**config.mk**
```make
export PLATFORM = sky130hd
export DESIGN_NAME = bullet_pool_flat
export DESIGN_NICKNAME = d
export VERILOG_FILES = /design/src/rtl/space_inv_pkg.sv /design/src/rtl/bullet_pool_if.sv /design/src/rtl/bullet_slot.sv /design/src/rtl/bullet_pool.sv /design/src/flat_wrapper.sv
export SDC_FILE = /design/constraint.sdc
export NUM_CORES = 1
export LEC_CHECK = 0
export BUFFER_PORTS_ARGS = -buffer_cell sky130_fd_sc_hd__buf_2
export CELL_PAD_IN_SITES_DETAIL_PLACEMENT = 1
export CELL_PAD_IN_SITES_GLOBAL_PLACEMENT = 2
export CORE_MARGIN = 2
export CORE_UTILIZATION = 35
export CTS_CLUSTER_DIAMETER = 150
export DETAILED_ROUTE_END_ITERATION = 6
export HOLD_SLACK_MARGIN = 0.02
export PLACE_DENSITY = 0.81
export SLEW_MARGIN = 20
export SYNTH_ARGS = -nofsm -noshare
export SYNTH_HDL_FRONTEND = slang
export SYNTH_SLANG_ARGS = --single-unit
```
**constraint.sdc**
```tcl
create_clock -name clk_36MHz -period 4.2 [get_ports clk_36MHz]
set_input_delay 0.63 -clock clk_36MHz [delete_from_list [all_inputs] [get_ports clk_36MHz]]
set_output_delay 0.63 -clock clk_36MHz [all_outputs]
set_load 0.01 [all_outputs]
```
**src/rtl/space_inv_pkg.sv**
```systemverilog
// Shared playfield geometry, timing defaults and bullet record for the space-invaders blocks.
package space_inv_pkg;

  localparam int unsigned X_W_DEF            = 5;
  localparam int unsigned Y_W_DEF            = 4;
  localparam int unsigned SPAWN_Y_DEF        = 12;
  localparam int unsigned IDLE_Y_DEF         = 15;
  localparam int unsigned TICK_CYCLES_36M    = 90000;
  localparam int unsigned N_BULLETS_DEF      = 4;
  localparam int unsigned COOLDOWN_TICKS_DEF = 3;

  typedef struct packed {
    logic               flying;
    logic [X_W_DEF-1:0] x;
    logic [Y_W_DEF-1:0] y;
  } bullet_t;

  // Width of a counter that must hold values 0..n-1 (at least one bit).
  function automatic int unsigned cnt_w(input int unsigned n);
    return (n > 1) ? $clog2(n) : 1;
  endfunction

endpackage

```
**src/rtl/bullet_pool_if.sv**
```systemverilog
// Bullet pool bus: player/collision requests in, per-slot bullet state out.
interface bullet_pool_if
  import space_inv_pkg::*;
#(
  parameter int unsigned N_BULLETS = N_BULLETS_DEF,
  parameter int unsigned X_W       = X_W_DEF,
  parameter int unsigned Y_W       = Y_W_DEF
);

  logic                   enable;
  logic                   shoot;
  logic [X_W-1:0]         ship_x;
  logic [N_BULLETS-1:0]   hit;
  logic [N_BULLETS-1:0]   bullet_flying;
  logic [N_BULLETS*X_W-1:0] bullet_x;
  logic [N_BULLETS*Y_W-1:0] bullet_y;
  logic                   fire_ack;
  logic                   slot_full;

  modport master (
    output enable, shoot, ship_x, hit,
    input  bullet_flying, bullet_x, bullet_y, fire_ack, slot_full
  );

  modport slave (
    input  enable, shoot, ship_x, hit,
    output bullet_flying, bullet_x, bullet_y, fire_ack, slot_full
  );

endinterface

```
**src/rtl/bullet_slot.sv**
```systemverilog
// One bullet register: retire on hit/top row, move up on tick, load on fire.
module bullet_slot
  import space_inv_pkg::*;
#(
  parameter int unsigned X_W     = X_W_DEF,
  parameter int unsigned Y_W     = Y_W_DEF,
  parameter int unsigned SPAWN_Y = SPAWN_Y_DEF,
  parameter int unsigned IDLE_Y  = IDLE_Y_DEF
) (
  input  logic           clk_36MHz,
  input  logic           reset,
  input  logic           enable,
  input  logic           tick,
  input  logic           hit,
  input  logic           load,
  input  logic [X_W-1:0] load_x,
  output logic           flying,
  output logic [X_W-1:0] x,
  output logic [Y_W-1:0] y
);

  localparam logic [Y_W-1:0] SPAWN_V = Y_W'(SPAWN_Y);
  localparam logic [Y_W-1:0] IDLE_V  = Y_W'(IDLE_Y);

  // Retiring at row 0 outranks moving, so y never wraps below zero.
  always_ff @(posedge clk_36MHz) begin
    if (reset) begin
      flying <= 1'b0;
      x      <= '0;
      y      <= IDLE_V;
    end else if (enable) begin
      if (flying && (hit || (y == '0))) begin
        flying <= 1'b0;
        x      <= '0;
        y      <= IDLE_V;
      end else if (flying && tick) begin
        y <= y - 1'b1;
      end else if (!flying && load) begin
        flying <= 1'b1;
        x      <= load_x;
        y      <= SPAWN_V;
      end
    end
  end

endmodule

```
**src/rtl/bullet_pool.sv**
```systemverilog
// Multi-slot player bullet manager: free-slot allocation, movement tick and fire cooldown.
module bullet_pool
  import space_inv_pkg::*;
#(
  parameter int unsigned N_BULLETS      = N_BULLETS_DEF,
  parameter int unsigned X_W            = X_W_DEF,
  parameter int unsigned Y_W            = Y_W_DEF,
  parameter int unsigned SPAWN_Y        = SPAWN_Y_DEF,
  parameter int unsigned IDLE_Y         = IDLE_Y_DEF,
  parameter int unsigned TICK_CYCLES    = TICK_CYCLES_36M,
  parameter int unsigned COOLDOWN_TICKS = COOLDOWN_TICKS_DEF
) (
  input  logic          clk_36MHz,
  input  logic          reset,
  bullet_pool_if.slave  bus
);

  localparam int unsigned TW = cnt_w(TICK_CYCLES);
  localparam int unsigned CW = cnt_w(COOLDOWN_TICKS + 1);
  localparam logic [TW-1:0] TICK_LAST = TW'(TICK_CYCLES - 1);
  localparam logic [CW-1:0] CD_LOAD   = CW'(COOLDOWN_TICKS);

  logic [TW-1:0]            tick_cnt;
  logic [CW-1:0]            cooldown;
  logic                     tick;
  logic                     accept;
  logic                     fire_ack_q;
  logic                     found;
  logic [N_BULLETS-1:0]     flying;
  logic [N_BULLETS-1:0]     load;
  logic [N_BULLETS*X_W-1:0] xs;
  logic [N_BULLETS*Y_W-1:0] ys;

  assign tick   = bus.enable && (tick_cnt == TICK_LAST);
  assign accept = bus.enable && bus.shoot && (cooldown == '0) && !(&flying);

  // Lowest-index idle slot; a slot retiring this cycle still reads as flying.
  always_comb begin
    load  = '0;
    found = 1'b0;
    for (int unsigned i = 0; i < N_BULLETS; i++) begin
      if (!flying[i] && !found) begin
        load[i] = 1'b1;
        found   = 1'b1;
      end
    end
  end

  always_ff @(posedge clk_36MHz) begin
    if (reset) begin
      tick_cnt   <= '0;
      cooldown   <= '0;
      fire_ack_q <= 1'b0;
    end else if (bus.enable) begin
      tick_cnt   <= tick ? '0 : tick_cnt + 1'b1;
      fire_ack_q <= accept;
      if (accept)
        cooldown <= CD_LOAD;
      else if (tick && (cooldown != '0))
        cooldown <= cooldown - 1'b1;
    end else begin
      fire_ack_q <= 1'b0;
    end
  end

  for (genvar i = 0; i < N_BULLETS; i++) begin : g_slot
    bullet_slot #(
      .X_W     (X_W),
      .Y_W     (Y_W),
      .SPAWN_Y (SPAWN_Y),
      .IDLE_Y  (IDLE_Y)
    ) u_slot (
      .clk_36MHz (clk_36MHz),
      .reset     (reset),
      .enable    (bus.enable),
      .tick      (tick),
      .hit       (bus.hit[i]),
      .load      (load[i] && accept),
      .load_x    (bus.ship_x),
      .flying    (flying[i]),
      .x         (xs[i*X_W +: X_W]),
      .y         (ys[i*Y_W +: Y_W])
    );
  end

  assign bus.bullet_flying = flying;
  assign bus.bullet_x      = xs;
  assign bus.bullet_y      = ys;
  assign bus.fire_ack      = fire_ack_q;
  assign bus.slot_full     = &flying;

endmodule

```
**src/flat_wrapper.sv**
```systemverilog
// flat-port wrapper written by rule: the top's interface ports become plain ports
module bullet_pool_flat import space_inv_pkg::*;
#(
  parameter int unsigned N_BULLETS      = N_BULLETS_DEF,
  parameter int unsigned X_W            = X_W_DEF,
  parameter int unsigned Y_W            = Y_W_DEF,
  parameter int unsigned SPAWN_Y        = SPAWN_Y_DEF,
  parameter int unsigned IDLE_Y         = IDLE_Y_DEF,
  parameter int unsigned TICK_CYCLES    = TICK_CYCLES_36M,
  parameter int unsigned COOLDOWN_TICKS = COOLDOWN_TICKS_DEF
)
  (clk_36MHz, reset, bus_enable, bus_shoot, bus_ship_x, bus_hit, bus_bullet_flying, bus_bullet_x, bus_bullet_y, bus_fire_ack, bus_slot_full);
  bullet_pool_if #(.N_BULLETS(N_BULLETS), .X_W(X_W), .Y_W(Y_W)) bus_i ();
  input  logic clk_36MHz;
  input  logic reset;
  input wire logic [$bits(bus_i.enable)-1:0] bus_enable;
  input wire logic [$bits(bus_i.shoot)-1:0] bus_shoot;
  input wire logic [$bits(bus_i.ship_x)-1:0] bus_ship_x;
  input wire logic [$bits(bus_i.hit)-1:0] bus_hit;
  output wire logic [$bits(bus_i.bullet_flying)-1:0] bus_bullet_flying;
  output wire logic [$bits(bus_i.bullet_x)-1:0] bus_bullet_x;
  output wire logic [$bits(bus_i.bullet_y)-1:0] bus_bullet_y;
  output wire logic [$bits(bus_i.fire_ack)-1:0] bus_fire_ack;
  output wire logic [$bits(bus_i.slot_full)-1:0] bus_slot_full;
  assign bus_i.enable = bus_enable;
  assign bus_i.shoot = bus_shoot;
  assign bus_i.ship_x = bus_ship_x;
  assign bus_i.hit = bus_hit;
  assign bus_bullet_flying = bus_i.bullet_flying;
  assign bus_bullet_x = bus_i.bullet_x;
  assign bus_bullet_y = bus_i.bullet_y;
  assign bus_fire_ack = bus_i.fire_ack;
  assign bus_slot_full = bus_i.slot_full;
  bullet_pool #(.N_BULLETS(N_BULLETS), .X_W(X_W), .Y_W(Y_W), .SPAWN_Y(SPAWN_Y), .IDLE_Y(IDLE_Y), .TICK_CYCLES(TICK_CYCLES), .COOLDOWN_TICKS(COOLDOWN_TICKS)) u_core (.clk_36MHz(clk_36MHz), .reset(reset), .bus(bus_i));
endmodule
```
==> run_results.csv, run 1 <==
group,metric,value,unit
global_route,grt_pass1_vias,2497,
global_route,grt_use_met2,28.57,%
worst_hold_path,hold_path.class,"reg -> reg",
sta,worst_pin_slew,0.6821,ns
flow_run,max_cap_viol_count,0,
cts,cts_tree,"yes",
yosys,synth-xor-area-share,4.906,%
worst_setup_path,critical_path_required,4.40,ns
yosys,synthAdderAreaFrac,2.628,%
yosys,async_reset_ff_share,0,%
global_route,antenna_found_initial,0,
global_route,grt.busiest_layer,"met2",
cts,cts.repair.resized,0,
yosys,syn_inst,335,
die,row_count,32,
final_layout,drive_above_1_share,22.76,%
sta,period_minus_slack,2.356,ns
yosys,yosysWarnings,0,
sta,timing.fmax,424.5,MHz
detailed_routing,drt_iter0_markers,73,
yosys,synthTopCellsByCount,"dfxtp_1, nor2_1, nand2_1",
worst_setup_path,crit_chain,"buf_2, and4_1, nor4b_2, nand2_1, nand2b_1, o21ai_0",
die,core_area,7807,um^2
final_layout,nFillCells,955,
yosys,synth_top_flop_cell,"dfxtp_1",
yosys,synth_top_family_by_area,"simple AND/OR/NAND/NOR gates",
yosys,ys_seq_area_share,42.05,%
yosys,ys_top_cells_by_area,"dfxtp_1, nor2_1, a22oi_1",
global_route,grt.total_usage,18.03,%
placement,place_area,3189,um^2
detailed_routing,vias_per_cell,5.247,
yosys,synth_compound_area_share,17.87,%
yosys,syn_area_per_cell,8.527,um^2
sta,drv_slew,0,
sta,setup-tns-final,0,ns
yosys,yosys.area.top_type,"dfxtp_1",
die,initial_core_util,36.59,%
sta,rsz0062_at_grt,"no",
sta,hold_slack,0.4672,ns
cts,ctsHoldBuffers,0,
cts,root_buffer,"clkbuf_8",
worst_setup_path,crit_family,"simple AND/OR/NAND/NOR gates",
yosys,yosysUniqueCellTypes,49,
power,leakage,0.001364,uW
sta,hold_viol_final,0,
yosys,yosysMostFrequentCell,"dfxtp_1",
worst_setup_path,max_stage_delay,0.47,ns
worst_setup_path,cp_max_fo,20,
yosys,synth_nets,354,
run_status,status,"complete, no violations",
final_layout,regArea,1201,um^2
final_layout,antenna_cells,0,
cts,clock_sinks,60,
yosys,synth_top_area_share,42.05,%
sta,slew_headroom,54.22,%
yosys,synth-seq-cells,60,
die,die_x,94.34,um
worst_setup_path,end_kind,"flip-flop",
worst_setup_path,critical_path_class,"in -> reg",
detailed_routing,dr.pass1.iters,4,
sta,skew,0.01141,ns
detailed_routing,wl_per_cell,15.10,um
global_route,grt-ovfl-total,0,
yosys,synth_mux_area_share,0,%
cts,clk_pin_slew,0.07,ns
final_layout,area_growth,19.54,%
final_layout,design_area,3415,um^2
detailed_routing,remaining_drc_errors,0,
yosys,synthSimpleGateAreaFrac,27.51,%
die,ios,55,
detailed_routing,num_vias,2587,
placement,hpwl,5.262,mm
worst_setup_path,critPathLaunchType,"primary input",
die,die_h,94.34,um
worst_setup_path,crit_path_top_delay_cell,"nand2b_1",
yosys,synth.cell_area,2856,um^2
cts,h-tree-depth,3,
final_layout,multi_input_area,1511,um^2
cts,post-cts-setup-buffers,0,
detailed_routing,totalWireLength,7.445,mm
die,die_area,8900,um^2
global_route,grt_start_max_net_pins,51,
worst_setup_path,cp.arrival,2.56,ns
final_layout,layout.nets,405,
global_route,grt_util_met1,23.76,%
cts,clock_latency,0.34,ns
cts,clockBufferDepth,2,
worst_setup_path,crit_buf_inv,1,
placement,gp_congestion,0.7642,
cts,cts_buffers,9,
power,p_per_area,364.8,nW/um^2
detailed_routing,ant_nets,0,
sta,period_share,56.09,%
sta,setup_viol,0,
global_route,met3_usage,5.746,%
placement,port_buffers,54,
global_route,grt_pass1_wl,12.54,mm
power,vdd_ir_drop_max,190.3,uV
yosys,synth_edf_count,0,
-- per-stage QoR --
stage                     worst slack [ns]  util, %  total power [uW]  instances
after floorplan                      2.250        -             646.7        335
after global placement               1.570    40.85             674.1        477
after detailed placement             1.434    40.85             674.9        477
after CTS                            1.817    43.73              1263        493
after global routing                 1.652    43.73              1301        493
final                                1.844    43.73              1246        493
-- layout make-up --
cell class,instances,share of cell area [%]
clock buffer,9,3.628
tap,102,3.738
sequential,60,35.18
timing repair buffer,56,8.355
clock inverter,7,2.968
inverter,17,1.869
multi-input combinational,242,44.27
-- power by group --
part,internal [uW],switching (uW)
combinational,27.3,45.1
sequential,579,9.68
clock,337,248
-- kinds of logic (layout without fill, tap and decap cells) --
family | count (synthesis) | after routing
buf+inv | 33 | 89
fa+ha+maj | 6 | 6
compound gates | 76 | 76
flops | 60 | 60
simple gates | 144 | 144
xor+xnor | 16 | 16
-- metal layers --
layer  share of wire (%)  wire length [um]  vias up
li1                    -                 -     1281
met1                  46              3455     1257
met2                  49              3626       40
met3                 3.9               290        9
met4                0.98                73        0
met5                   0                 0        -
-- worst paths after layout --
path | depth (start not counted) | startpoint | to | slack (ns)
setup reg to reg | 6 | u_core.tick_cnt[0]$_SDFFE_PP0P_ | u_core.tick_cnt[0]$_SDFFE_PP0P_ | 1.87
setup / recovery | 6 | bus_enable | u_core.tick_cnt[0]$_SDFFE_PP0P_ | 1.84
hold reg to reg | 2 | u_core.g_slot[1].u_slot.x[0]$_SDFFE_PP0P_ | u_core.g_slot[1].u_slot.x[0]$_SDFFE_PP0P_ | 0.47
hold / removal | 2 | u_core.g_slot[1].u_slot.x[0]$_SDFFE_PP0P_ | u_core.g_slot[1].u_slot.x[0]$_SDFFE_PP0P_ | 0.47
-- worst min-delay path, cell delays in order (launching register included) --
cell     delay (ns)
dfxtp_1        0.31
nand3_1        0.06
a21oi_1        0.06
-- sequential cells by signal (all words and copies together), names as in the netlist --
name,cells
u_core.g_slot.u_slot.y,16
u_core.g_slot.u_slot.x,20
u_core.g_slot.u_slot.flying,4
u_core.bus.fire_ack,1
u_core.tick_cnt,17
u_core.cooldown,2
-- placed cells by master, fill, tap and decap left out, drive strengths merged, types with 4 or more instances in the layout --
cell,n
dfxtp,60
buf,56
nor2,54
nand2,23
nand3,20
a21oi,18
a22oi,18
inv,17
xor2,10
clkbuf,9
o21ai,8
nor3b,6
a31oi,6
xnor2,6
ha,6
nor3,6
o211ai,5
or2,5
o21a,5
or3b,4
nor4,4
and3,4
Note: power is estimated with default switching activity, not from simulation.
==> run 2: changes to the inputs <==
--- a/config.mk
+++ b/config.mk
@@ -9,11 +9,11 @@
 export CELL_PAD_IN_SITES_DETAIL_PLACEMENT = 1
 export CELL_PAD_IN_SITES_GLOBAL_PLACEMENT = 2
 export CORE_MARGIN = 2
-export CORE_UTILIZATION = 35
+export CORE_UTILIZATION = 29
 export CTS_CLUSTER_DIAMETER = 150
 export DETAILED_ROUTE_END_ITERATION = 6
 export HOLD_SLACK_MARGIN = 0.02
-export PLACE_DENSITY = 0.81
+export PLACE_DENSITY = 0.72
 export SLEW_MARGIN = 20
 export SYNTH_ARGS = -nofsm -noshare
 export SYNTH_HDL_FRONTEND = slang
==> constraint.sdc (replaced) <==
create_clock -name clk_36MHz -period 1.95 [get_ports clk_36MHz]
set_input_delay 0.2925 -clock clk_36MHz [delete_from_list [all_inputs] [get_ports clk_36MHz]]
set_output_delay 0.2925 -clock clk_36MHz [all_outputs]
set_load 0.01 [all_outputs]
==> run 2 against run 1 <==
Compared with the run above:
- die area is 20% higher
- non-clock buffer count increased by 30
- worst hold slack lost 0.23 ns
- sequential power is 110% higher
- utilization down 5.7 points
- sequential share of layout area shrank 2.6 points
- critical endpoint is now u_core.g_slot[2].u_slot.y[1]$_SDFFE_PP1P_
- final cell count up 12%
- first-iteration DRC count is 36% higher
- clock skew fell by 0.00084 ns
- largest power group unchanged
- count of clock-buffer cells in the layout is 4 higher
- combinational power grew to 2.6 times the previous value
- critical path type is now reg -> reg
==> run_results.csv, run 2 (synthesis results as in run 1) <==
group,metric,value,unit
run_status,status,"complete, no violations",
final_layout,top_register,"u_core.g_slot.u_slot.x",
sta,slew_headroom,68.42,%
detailed_routing,wl_per_cell,14.55,um
die,die_h,103.2,um
worst_setup_path,critPathLaunchType,"flip-flop",
sta,timing.fmax,533.2,MHz
final_layout,drive_above_1_share,28.50,%
placement,hpwl,6.127,mm
final_layout,nFillCells,1183,
detailed_routing,dr.pass1.iters,4,
sta,worst_pin_slew,0.4736,ns
placement,port_buffers,54,
worst_setup_path,end_kind,"flip-flop",
worst_setup_path,critical_path_required,2.18,ns
global_route,grt-ovfl-total,0,
final_layout,antenna_cells,0,
worst_setup_path,r2r_slack,0.07,ns
cts,cts_tree,"yes",
final_layout,multi_input_area,1521,um^2
worst_setup_path,rr_worst_depth,6,
placement,gp_congestion,0.7667,
die,die_x,103.2,um
sta,period_minus_slack,1.876,ns
detailed_routing,ant_nets,0,
sta,rsz0062_at_grt,"yes",
worst_setup_path,crit_path_start,"u_core.tick_cnt[6]$_SDFFE_PP0P_",
power,vdd_ir_drop_max,339.3,uV
power,p_per_area,726.0,nW/um^2
global_route,grt_start_max_net_pins,23,
sta,skew,0.01056,ns
die,die_area,10660,um^2
final_layout,layout.nets,435,
worst_setup_path,r2r-end,"u_core.g_slot[2].u_slot.y[1]$_SDFFE_PP1P_",
detailed_routing,vias_per_cell,4.894,
cts,clock_sinks,60,
cts,root_buffer,"clkbuf_8",
global_route,grt.total_usage,16.28,%
global_route,grt_pass1_vias,2707,
sta,setup_viol,0,
detailed_routing,num_vias,2711,
placement,pre_cts_slack,0.08084,ns
global_route,grt_pass1_wl,13.39,mm
worst_setup_path,rr_startpoint,"u_core.tick_cnt[6]$_SDFFE_PP0P_",
sta,finalWorstSetupSlack,0.07440,ns
die,row_count,36,
final_layout,reg_top3,"u_core.g_slot.u_slot.x x20, u_core.tick_cnt x17, u_core.g_slot.u_slot.y x16",
worst_setup_path,cp.arrival,2.10,ns
final_layout,largest_reg_flops,20,
detailed_routing,drt_iter0_markers,99,
worst_hold_path,holdPathStages,3,
cts,clk_pin_slew,0.07,ns
sta,drv_slew,0,
sta,period_share,96.18,%
die,initial_core_util,29.50,%
worst_setup_path,critical_path_class,"reg -> reg",
global_route,antenna_found_initial,0,
final_layout,regArea,1202,um^2
final_layout,area_growth,29.04,%
detailed_routing,remaining_drc_errors,0,
flow_run,max_cap_viol_count,0,
cts,clock_latency,0.34,ns
final_layout,final_common_cell,"dfxtp_1",
cts,h-tree-depth,3,
cts,ctsHoldBuffers,0,
detailed_routing,totalWireLength,8.059,mm
cts,clockBufferDepth,2,
sta,hold_viol_final,0,
final_layout,layout_common_cells,"dfxtp_1, nor2_1, buf_2",
worst_hold_path,hold_path.class,"in -> reg",
cts,cts_buffers,9,
worst_setup_path,cp_max_fo,5,
worst_setup_path,endpoint,"u_core.g_slot[2].u_slot.y[1]$_SDFFE_PP1P_",
die,ios,55,
power,power,2676,uW
power,leakage,0.001518,uW
die,core_area,9684,um^2
-- run 2: how the worst min path moves through the flow --
stage / startpoint / to
6_report: bus_ship_x[2] / u_core.g_slot[1].u_slot.x[2]$_SDFFE_PP0P_
5_1_grt: bus_ship_x[2] / u_core.g_slot[1].u_slot.x[2]$_SDFFE_PP0P_
4_1_cts: bus_ship_x[2] / u_core.g_slot[1].u_slot.x[2]$_SDFFE_PP0P_
3_5_place_dp: u_core.g_slot[1].u_slot.x[0]$_SDFFE_PP0P_ / u_core.g_slot[1].u_slot.x[0]$_SDFFE_PP0P_
3_3_place_gp: u_core.g_slot[1].u_slot.x[4]$_SDFFE_PP0P_ / u_core.g_slot[1].u_slot.x[4]$_SDFFE_PP0P_
2_1_floorplan: bus_ship_x[0] / u_core.g_slot[1].u_slot.x[0]$_SDFFE_PP0P_
-- run 2: through the flow --
stage                     instances  setup TNS [ns]  instance area [um^2]  utilization, %  hold WS [ns]
after floorplan                 335               0                  2856               -        0.4285
after global placement          537               0                  3446           35.58        0.4550
after detailed placement        537               0                  3446           35.58        0.4643
after CTS                       553               0                  3667           37.87        0.2237
after global routing            554        -0.02923                  3686           38.06        0.2457
final                           554               0                  3686           38.06        0.2377
-- run 2: routing by layer --
| layer | vias up | track usage [%] | part of all wire (%) |
|---|---|---|---|
| met5 | - | 0 | 0 |
| met4 | 0 | 5.668 | 1.7 |
| met3 | 9 | 4.234 | 4.5 |
| met2 | 47 | 25.52 | 46 |
| met1 | 1307 | 21.79 | 48 |
| li1 | 1348 | - | - |
-- run 2: layout make-up --
| type | count | share of cell area [%] |
|---|---|---|
| multi-input cells | 242 | 41.28 |
| flip-flops and latches | 60 | 32.62 |
| repair buffers | 86 | 13.85 |
| clock buffers | 13 | 4.854 |
| well taps | 133 | 4.515 |
| inverters | 17 | 1.731 |
| clock inverters | 3 | 1.154 |
-- run 2: worst max-delay path, cell delays in order, from the launching register on --
cell,delay (ns)
dfxtp_2,0.34
nand3b_1,0.23
nor4_4,0.42
buf_4,0.18
nand3_2,0.09
or3b_1,0.35
a21o_1,0.17
-- run 2: report_power, final --
group	total, uW	leakage, uW	switching (uW)	internal [uW]
Sequential	1260	0.000486	15.0	1250
Combinational	186	0.000920	109	76.6
Clock	1230	0.000112	500	728
Total	2680	0.00152	624	2050
-- run 2: timing repair --
| action | in CTS | in global routing |
|---|---|---|
| setup buffers | 0 | 1 |
| gates resized for setup | 0 | 4 |
| setup endpoints to repair | 0 | 14 |
